$ cat src/rtl/ct_pkg.sv
// Shared definitions for the chainable counter/timer: config bit positions,
// config width and the CPU-side register offsets.
package ct_pkg;

   localparam int CT_ENABLE  = 0;
   localparam int CT_ONESHOT = 1;
   localparam int CT_UPDOWN  = 2;
   localparam int CT_CHAIN   = 3;
   localparam int CT_IRQENA  = 4;
   localparam int CT_CFG_W   = 5;

   // Byte offsets seen by firmware once the block sits behind a bus decoder.
   localparam logic [3:0] CT_OFS_VALUE = 4'h0;
   localparam logic [3:0] CT_OFS_LIMIT = 4'h4;
   localparam logic [3:0] CT_OFS_CFG   = 4'h8;

endpackage

$ cat src/rtl/counter_timer_chainable_if.sv
// Register-side bus of the counter/timer: config, limit and value write ports
// plus their combinational readbacks.
interface counter_timer_chainable_if
   import ct_pkg::*;
#(
   parameter int WIDTH = 32
);

   logic                  reg_cfg_we;
   logic [CT_CFG_W-1:0]   reg_cfg_di;
   logic [CT_CFG_W-1:0]   reg_cfg_do;
   logic [WIDTH/8-1:0]    reg_dat_we;
   logic [WIDTH-1:0]      reg_dat_di;
   logic [WIDTH-1:0]      reg_dat_do;
   logic [WIDTH/8-1:0]    reg_val_we;
   logic [WIDTH-1:0]      reg_val_di;
   logic [WIDTH-1:0]      reg_val_do;

   modport master (
      output reg_cfg_we, reg_cfg_di, reg_dat_we, reg_dat_di, reg_val_we, reg_val_di,
      input  reg_cfg_do, reg_dat_do, reg_val_do
   );

   modport slave (
      input  reg_cfg_we, reg_cfg_di, reg_dat_we, reg_dat_di, reg_val_we, reg_val_di,
      output reg_cfg_do, reg_dat_do, reg_val_do
   );

endinterface

$ cat src/rtl/ct_byte_reg.sv
// WIDTH-bit register with per-byte write enables; bytes not written take the
// load value when load_i is set, otherwise they hold.
module ct_byte_reg #(
   parameter int WIDTH = 32
) (
   input  logic               clk,
   input  logic               rst_n,
   input  logic [WIDTH/8-1:0] we_i,
   input  logic [WIDTH-1:0]   wdata_i,
   input  logic               load_i,
   input  logic [WIDTH-1:0]   load_val_i,
   output logic [WIDTH-1:0]   q_o
);

   localparam int NB = WIDTH / 8;

   logic [WIDTH-1:0] q_q;
   logic [WIDTH-1:0] q_d;

   // NOTE: q_d gets a full default before the per-byte overrides, so no path leaves it unassigned (no latch).
   always_comb begin
      q_d = q_q;
      for (int b = 0; b < NB; b++) begin
         if (we_i[b]) begin
            q_d[b*8 +: 8] = wdata_i[b*8 +: 8];
         end else if (load_i) begin
            q_d[b*8 +: 8] = load_val_i[b*8 +: 8];
         end
      end
   end

   // NOTE: this is a plain flop bank, not a RAM, so it carries an asynchronous reset like any other state.
   always_ff @(posedge clk or negedge rst_n) begin
      if (!rst_n) begin
         q_q <= '0;
      end else begin
         q_q <= q_d;
      end
   end

   assign q_o = q_q;

endmodule

$ cat src/rtl/counter_timer_chainable.sv
// 32-bit up/down, continuous/one-shot counter/timer; two instances chain into a
// 64-bit timer via the enable/strobe/stop side ports.
module counter_timer_chainable
   import ct_pkg::*;
#(
   parameter int WIDTH = 32
) (
   input  logic                        clkin,
   input  logic                        resetn,
   counter_timer_chainable_if.slave    bus,
   input  logic                        enable_in,
   input  logic                        strobe_in,
   input  logic                        stop_in,
   output logic                        enable_out,
   output logic                        strobe,
   output logic                        stop_out,
   output logic                        irq_out
);

   logic [CT_CFG_W-1:0] cfg_q;
   logic [WIDTH-1:0]    dat_q;
   logic [WIDTH-1:0]    val_q;
   logic [WIDTH-1:0]    count_d;
   logic                stop_q;
   logic                stop_d;
   logic                strobe_q;
   logic                irq_q;
   logic                adv;
   logic                at_term;
   logic                term_evt;

   // In chain mode the upper half only moves on the lower half's terminal pulse.
   always_comb begin
      adv = cfg_q[CT_ENABLE] & ~stop_in & ~stop_q &
            (~cfg_q[CT_CHAIN] | (enable_in & strobe_in));
   end

   always_comb begin
      at_term = cfg_q[CT_UPDOWN] ? (val_q == dat_q) : (val_q == '0);
      count_d = val_q;
      if (adv) begin
         if (cfg_q[CT_UPDOWN]) begin
            if (!at_term) begin
               count_d = val_q + WIDTH'(1);
            end else if (!cfg_q[CT_ONESHOT]) begin
               count_d = '0;
            end
         end else begin
            if (!at_term) begin
               count_d = val_q - WIDTH'(1);
            end else if (!cfg_q[CT_ONESHOT]) begin
               count_d = dat_q;
            end
         end
      end
      // A firmware write to the value register masks the terminal event.
      term_evt = adv & at_term & ~(|bus.reg_val_we);
      stop_d   = stop_q;
      if (term_evt && cfg_q[CT_ONESHOT]) begin
         stop_d = 1'b1;
      end
      if (bus.reg_cfg_we) begin
         stop_d = 1'b0;
      end
   end

   // NOTE: state updates use non-blocking assignments so every flop samples pre-edge values.
   always_ff @(posedge clkin or negedge resetn) begin
      if (!resetn) begin
         cfg_q    <= '0;
         stop_q   <= 1'b0;
         strobe_q <= 1'b0;
         irq_q    <= 1'b0;
      end else begin
         if (bus.reg_cfg_we) begin
            cfg_q <= bus.reg_cfg_di;
         end
         stop_q   <= stop_d;
         strobe_q <= term_evt;
         irq_q    <= term_evt & cfg_q[CT_IRQENA];
      end
   end

   ct_byte_reg #(.WIDTH(WIDTH)) u_dat (
      .clk        (clkin),
      .rst_n      (resetn),
      .we_i       (bus.reg_dat_we),
      .wdata_i    (bus.reg_dat_di),
      .load_i     (1'b0),
      .load_val_i ('0),
      .q_o        (dat_q)
   );

   ct_byte_reg #(.WIDTH(WIDTH)) u_val (
      .clk        (clkin),
      .rst_n      (resetn),
      .we_i       (bus.reg_val_we),
      .wdata_i    (bus.reg_val_di),
      .load_i     (adv),
      .load_val_i (count_d),
      .q_o        (val_q)
   );

   assign bus.reg_cfg_do = cfg_q;
   assign bus.reg_dat_do = dat_q;
   assign bus.reg_val_do = val_q;
   assign enable_out     = cfg_q[CT_ENABLE];
   assign strobe         = strobe_q;
   assign stop_out       = stop_q;
   assign irq_out        = irq_q;

endmodule

$ cat src/flat_wrapper.sv
// flat-port wrapper written by rule: the top's interface ports become plain ports
module counter_timer_chainable_flat import ct_pkg::*;
#(
   parameter int WIDTH = 32
)
  (clkin, resetn, enable_in, strobe_in, stop_in, enable_out, strobe, stop_out, irq_out, bus_reg_cfg_we, bus_reg_cfg_di, bus_reg_dat_we, bus_reg_dat_di, bus_reg_val_we, bus_reg_val_di, bus_reg_cfg_do, bus_reg_dat_do, bus_reg_val_do);
  counter_timer_chainable_if #(.WIDTH(WIDTH)) bus_i ();
  input  logic clkin;
  input  logic resetn;
  input  logic enable_in;
  input  logic strobe_in;
  input  logic stop_in;
  output logic enable_out;
  output logic strobe;
  output logic stop_out;
  output logic irq_out;
  input wire logic [$bits(bus_i.reg_cfg_we)-1:0] bus_reg_cfg_we;
  input wire logic [$bits(bus_i.reg_cfg_di)-1:0] bus_reg_cfg_di;
  input wire logic [$bits(bus_i.reg_dat_we)-1:0] bus_reg_dat_we;
  input wire logic [$bits(bus_i.reg_dat_di)-1:0] bus_reg_dat_di;
  input wire logic [$bits(bus_i.reg_val_we)-1:0] bus_reg_val_we;
  input wire logic [$bits(bus_i.reg_val_di)-1:0] bus_reg_val_di;
  output wire logic [$bits(bus_i.reg_cfg_do)-1:0] bus_reg_cfg_do;
  output wire logic [$bits(bus_i.reg_dat_do)-1:0] bus_reg_dat_do;
  output wire logic [$bits(bus_i.reg_val_do)-1:0] bus_reg_val_do;
  assign bus_i.reg_cfg_we = bus_reg_cfg_we;
  assign bus_i.reg_cfg_di = bus_reg_cfg_di;
  assign bus_i.reg_dat_we = bus_reg_dat_we;
  assign bus_i.reg_dat_di = bus_reg_dat_di;
  assign bus_i.reg_val_we = bus_reg_val_we;
  assign bus_i.reg_val_di = bus_reg_val_di;
  assign bus_reg_cfg_do = bus_i.reg_cfg_do;
  assign bus_reg_dat_do = bus_i.reg_dat_do;
  assign bus_reg_val_do = bus_i.reg_val_do;
  counter_timer_chainable #(.WIDTH(WIDTH)) u_core (.clkin(clkin), .resetn(resetn), .bus(bus_i), .enable_in(enable_in), .strobe_in(strobe_in), .stop_in(stop_in), .enable_out(enable_out), .strobe(strobe), .stop_out(stop_out), .irq_out(irq_out));
endmodule
$ cat config.mk
export PLATFORM = sky130hd
export DESIGN_NAME = counter_timer_chainable_flat
export DESIGN_NICKNAME = d
export VERILOG_FILES = /design/src/rtl/ct_pkg.sv /design/src/rtl/counter_timer_chainable_if.sv /design/src/rtl/ct_byte_reg.sv /design/src/rtl/counter_timer_chainable.sv /design/src/flat_wrapper.sv
export SDC_FILE = /design/constraint.sdc
export NUM_CORES = 1
export LEC_CHECK = 0
export BUFFER_PORTS_ARGS = -buffer_cell sky130_fd_sc_hd__buf_2
export CORE_UTILIZATION = 53
export CTS_BUF_LIST = sky130_fd_sc_hd__clkbuf_8 sky130_fd_sc_hd__clkbuf_16
export DETAILED_ROUTE_END_ITERATION = 6
export HOLD_SLACK_MARGIN = 0.1
export MAX_ROUTING_LAYER = met4
export PLACE_DENSITY = 0.82
export SLEW_MARGIN = 30
export SYNTH_ARGS = -nofsm -noshare
export SYNTH_HDL_FRONTEND = slang
export SYNTH_SLANG_ARGS = --single-unit
$ cat constraint.sdc
create_clock -name clkin -period 5.9 [get_ports clkin]
set_input_delay 0.885 -clock clkin [delete_from_list [all_inputs] [get_ports clkin]]
set_output_delay 0.885 -clock clkin [all_outputs]
set_load 0.1 [all_outputs]
==> results summary <==
Synthesis inferred 72 register bits. The time the final worst path needs with I/O delays and setup is 3.477 ns. The total DRC errors in the routed layout is 0. The cell at the root of the clock tree is sky130_fd_sc_hd__clkbuf_8. The slew at the pin closest to its max-slew limit is 0.9874 ns.

For this run, the number of Yosys warnings is 0. In this run the worst hold path is classified as reg2reg. Ranked by instance count, the synthesized netlist is headed by sky130_fd_sc_hd__dfrtp_1, sky130_fd_sc_hd__nand2_1, sky130_fd_sc_hd__nor2_1, sky130_fd_sc_hd__xor2_1, sky130_fd_sc_hd__clkbuf_1. The overall fraction of global-route tracks in use came out at 34.98%.

The final core utilization came out at 64.15%. The residual overflow from global routing is 0. The number of nets in the final layout came out at 821.

The static power due to leakage is 2.676 nW. The pin count of the biggest net entering global routing is 73. The total clock sinks came out at 72. The via-per-instance ratio came out at 6.352. The buffers inserted during post-CTS setup optimization is 0. The initial antenna violation count was 0. The register clock-pin slew on the reported worst setup and hold paths came out at 0.08 ns.

The number of distinct library cells after synthesis came out at 67. Counting flops with an async set or reset pin after synthesis yields a share of 100.0%. Ranked by total cell area, the synthesized netlist is headed by sky130_fd_sc_hd__dfrtp_1, sky130_fd_sc_hd__xor2_1, sky130_fd_sc_hd__mux2_2, sky130_fd_sc_hd__nand2_1, sky130_fd_sc_hd__nor2_1.

The via count of the routed design came out at 5,545. The run finished with clean final reports. In this run, synthesis inferred 0 flip-flops with an integrated enable.

The post-cts gate resize count came out at 0. The number of placement rows came out at 36. The proportion of synthesized chip area in sequential cells came out at 32.49%.

The power density relative to cell area is 284.9 nW/um^2. The area enclosed by the die boundary came out at 10,880 sq um. The clock reaches the later pin of the worst-skew pair after 0.37 ns. The critical path is of the reg2reg type. The max-slew violation count is 0. The hold buffer count at cts is 0.

The effective utilization at floorplan came out at 55.71%. The worst setup path is captured at a register. The first global-routing pass estimated 28,900 um of wire.

The placed instance area came out at 6192 sq um. The required time at the worst-slack endpoint is 6.14 ns. The cell area after layout is 6386 sq um. Along the worst path, the maximum fanout reaches 27. The worst-case clock buffer depth is 2. The most used flip-flop cell after synthesis is sky130_fd_sc_hd__dfrtp_1.

The worst-case clock skew is 0.01382 ns. The final hold violation count is 0. The global placer's final weighted congestion came out at 0.9855. The detailed-routing iteration count for the pre-antenna-repair pass came out at 5. The largest total area in the synthesized netlist belongs to sky130_fd_sc_hd__dfrtp_1. Summed over all nets, the half-perimeter wirelength after detailed placement is 12,920 um. The synthesized cell area came out at 5545 sq um.

The number of cells on the worst hold path is 1. The layout-stage area growth over the synthesis result is 15.16%. The count of buffers inserted at the top-level ports came out at 155. The share of Yosys cell area claimed by the top area cell type came out at 32.49%.

The number of nets produced by synthesis came out at 716. The worst slew margin relative to its limit came out at 34.17%. The share of final-layout standard cells stronger than drive strength 1 came out at 32.30%.

The nature of the critical path startpoint is a register. In the final routed layout, each cell accounts on average for 20.28 um. The level count of the clock H-tree is 3. The routed design has 17,710 um of wire. TritonCTS built the clock tree. The number of global-route vias before repair is 5,480. Data arrives at the worst endpoint at 3.72 ns. The sum of negative setup slack is 0 ns.

The final number of setup-violating endpoints is 0. Each instance of the synthesized netlist takes up on average 8.788 sq um. The timing-limited maximum frequency came out at 287.6 MHz. The number of primary I/O pins is 156.

The die boundary height came out at 104.3 um. The gate count of the mapped netlist came out at 631. The number of antenna cells inserted is 0.

The number of design-rule violations left by the first detailed-router iteration came out at 475. The remaining antenna violation count after routing came out at 0. Setup repair after global routing left no endpoint under its margin. Measured along the x axis, the die boundary spans 104.3 um. The portion of the clock cycle consumed by the worst path in the final layout is 58.93%.

The floorplan core area came out at 9955 sq um. Among all cell types in the netlist, the one instantiated most often is sky130_fd_sc_hd__dfrtp_1. The largest voltage drop on the vdd net came out at 0.0001803 V. The depth of the worst register-to-register path came out at 7. The total of max-cap violations is 0.

Counting the buffers created by CTS gives 9.
[cell type report]
class,count,area (sq um)
fill,875,3568
inverter,12,45.04
multi-input combinational,482,3381
clock buffer,9,123.9
clock inverter,6,38.79
tap,133,166.4
sequential,72,1802
timing repair buffer,159,829.5
[worst paths after layout]
path                                          startpoint              endpoint  slack (ns)
worst max-delay path                u_core.u_val.q_o[15]   u_core.u_val.q_o[2]        2.42
worst min-delay path            u_core.bus.reg_cfg_do[4]        u_core.irq_out        0.54
worst max register to register      u_core.u_val.q_o[15]   u_core.u_val.q_o[2]        2.42
worst min register to register  u_core.bus.reg_cfg_do[4]        u_core.irq_out        0.54
max in group asynchronous                         resetn  u_core.u_val.q_o[12]        4.80
min in group asynchronous                         resetn   u_core.u_dat.q_o[7]        0.63
[placed cells by master (no fill, tap or decap), types with 13 or more instances in the layout]
cell and count:
sky130_fd_sc_hd__nand4_1 18, sky130_fd_sc_hd__nor3_1 27, sky130_fd_sc_hd__a21oi_1 16, sky130_fd_sc_hd__nand2_1 49, sky130_fd_sc_hd__mux2_2 35, sky130_fd_sc_hd__inv_1 13
sky130_fd_sc_hd__xor2_1 48, sky130_fd_sc_hd__o21ai_0 23, sky130_fd_sc_hd__dfrtp_1 72, sky130_fd_sc_hd__nand3_1 24, sky130_fd_sc_hd__buf_2 155, sky130_fd_sc_hd__nor4_1 18
sky130_fd_sc_hd__xnor2_1 21, sky130_fd_sc_hd__nor2_1 48
[report_power, final]
group	leakage [nW]	internal, W	switching (W)
sequential	0.862	0.000544	0.000133
clock	0.0862	0.000149	0.000200
combinational	1.73	0.000194	0.000600
total	2.68	0.000886	0.000933
[registers in the layout, indices dropped and copies added (netlist names)]
name / count
u_core.strobe: 1
u_core.stop_out: 1
u_core.u_val.q_o: 32
u_core.u_dat.q_o: 32
u_core.irq_out: 1
u_core.bus.reg_cfg_do: 5
[routing by layer]
metal  track usage, %  vias to the layer above  part of all wire, %  routed length, um
met4            13.57                        0                  2.7                476
met3            7.895                       46                  8.1               1443
li1                 -                     2498                    -                  -
met1            45.53                     2676                   43               7555
met5                -                        -                    0                  0
met2            52.79                      325                   46               8232
[critical path, cell delays in order (launching register included)]
cell and delay [ns]:
sky130_fd_sc_hd__dfrtp_1 0.54, sky130_fd_sc_hd__nor4_1 0.50, sky130_fd_sc_hd__nand2_1 0.35, sky130_fd_sc_hd__or4_4 0.77
sky130_fd_sc_hd__o31a_1 0.32, sky130_fd_sc_hd__a21bo_4 0.44, sky130_fd_sc_hd__nor3_1 0.11, sky130_fd_sc_hd__a311o_1 0.32
[kinds of logic (layout without fill, tap and decap cells)]
| logic type | Yosys count | count (layout) | share of synthesized area [%] |
|---|---|---|---|
| buf+inv | 77 | 186 | 6.769 |
| simple gates | 240 | 240 | 23.47 |
| flops | 72 | 72 | 32.49 |
| fa+ha+maj | 2 | 2 | 0.4512 |
| compound gates | 125 | 125 | 16.83 |
| mux | 46 | 46 | 9.093 |
| xor+xnor | 69 | 69 | 10.90 |
[stage by stage]
step	total power (W)	hold slack, ns	setup WS [ns]	cells
3_3_place_gp	0.001454	0.4928	2.574	857
3_5_place_dp	0.001469	0.5283	2.495	857
6_report	0.001820	0.5365	2.423	873
5_1_grt	0.001896	0.5651	2.284	873
4_1_cts	0.001814	0.5482	2.480	872
2_1_floorplan	0.001303	0.5894	2.524	631
Power figures use the tool's default switching activity.
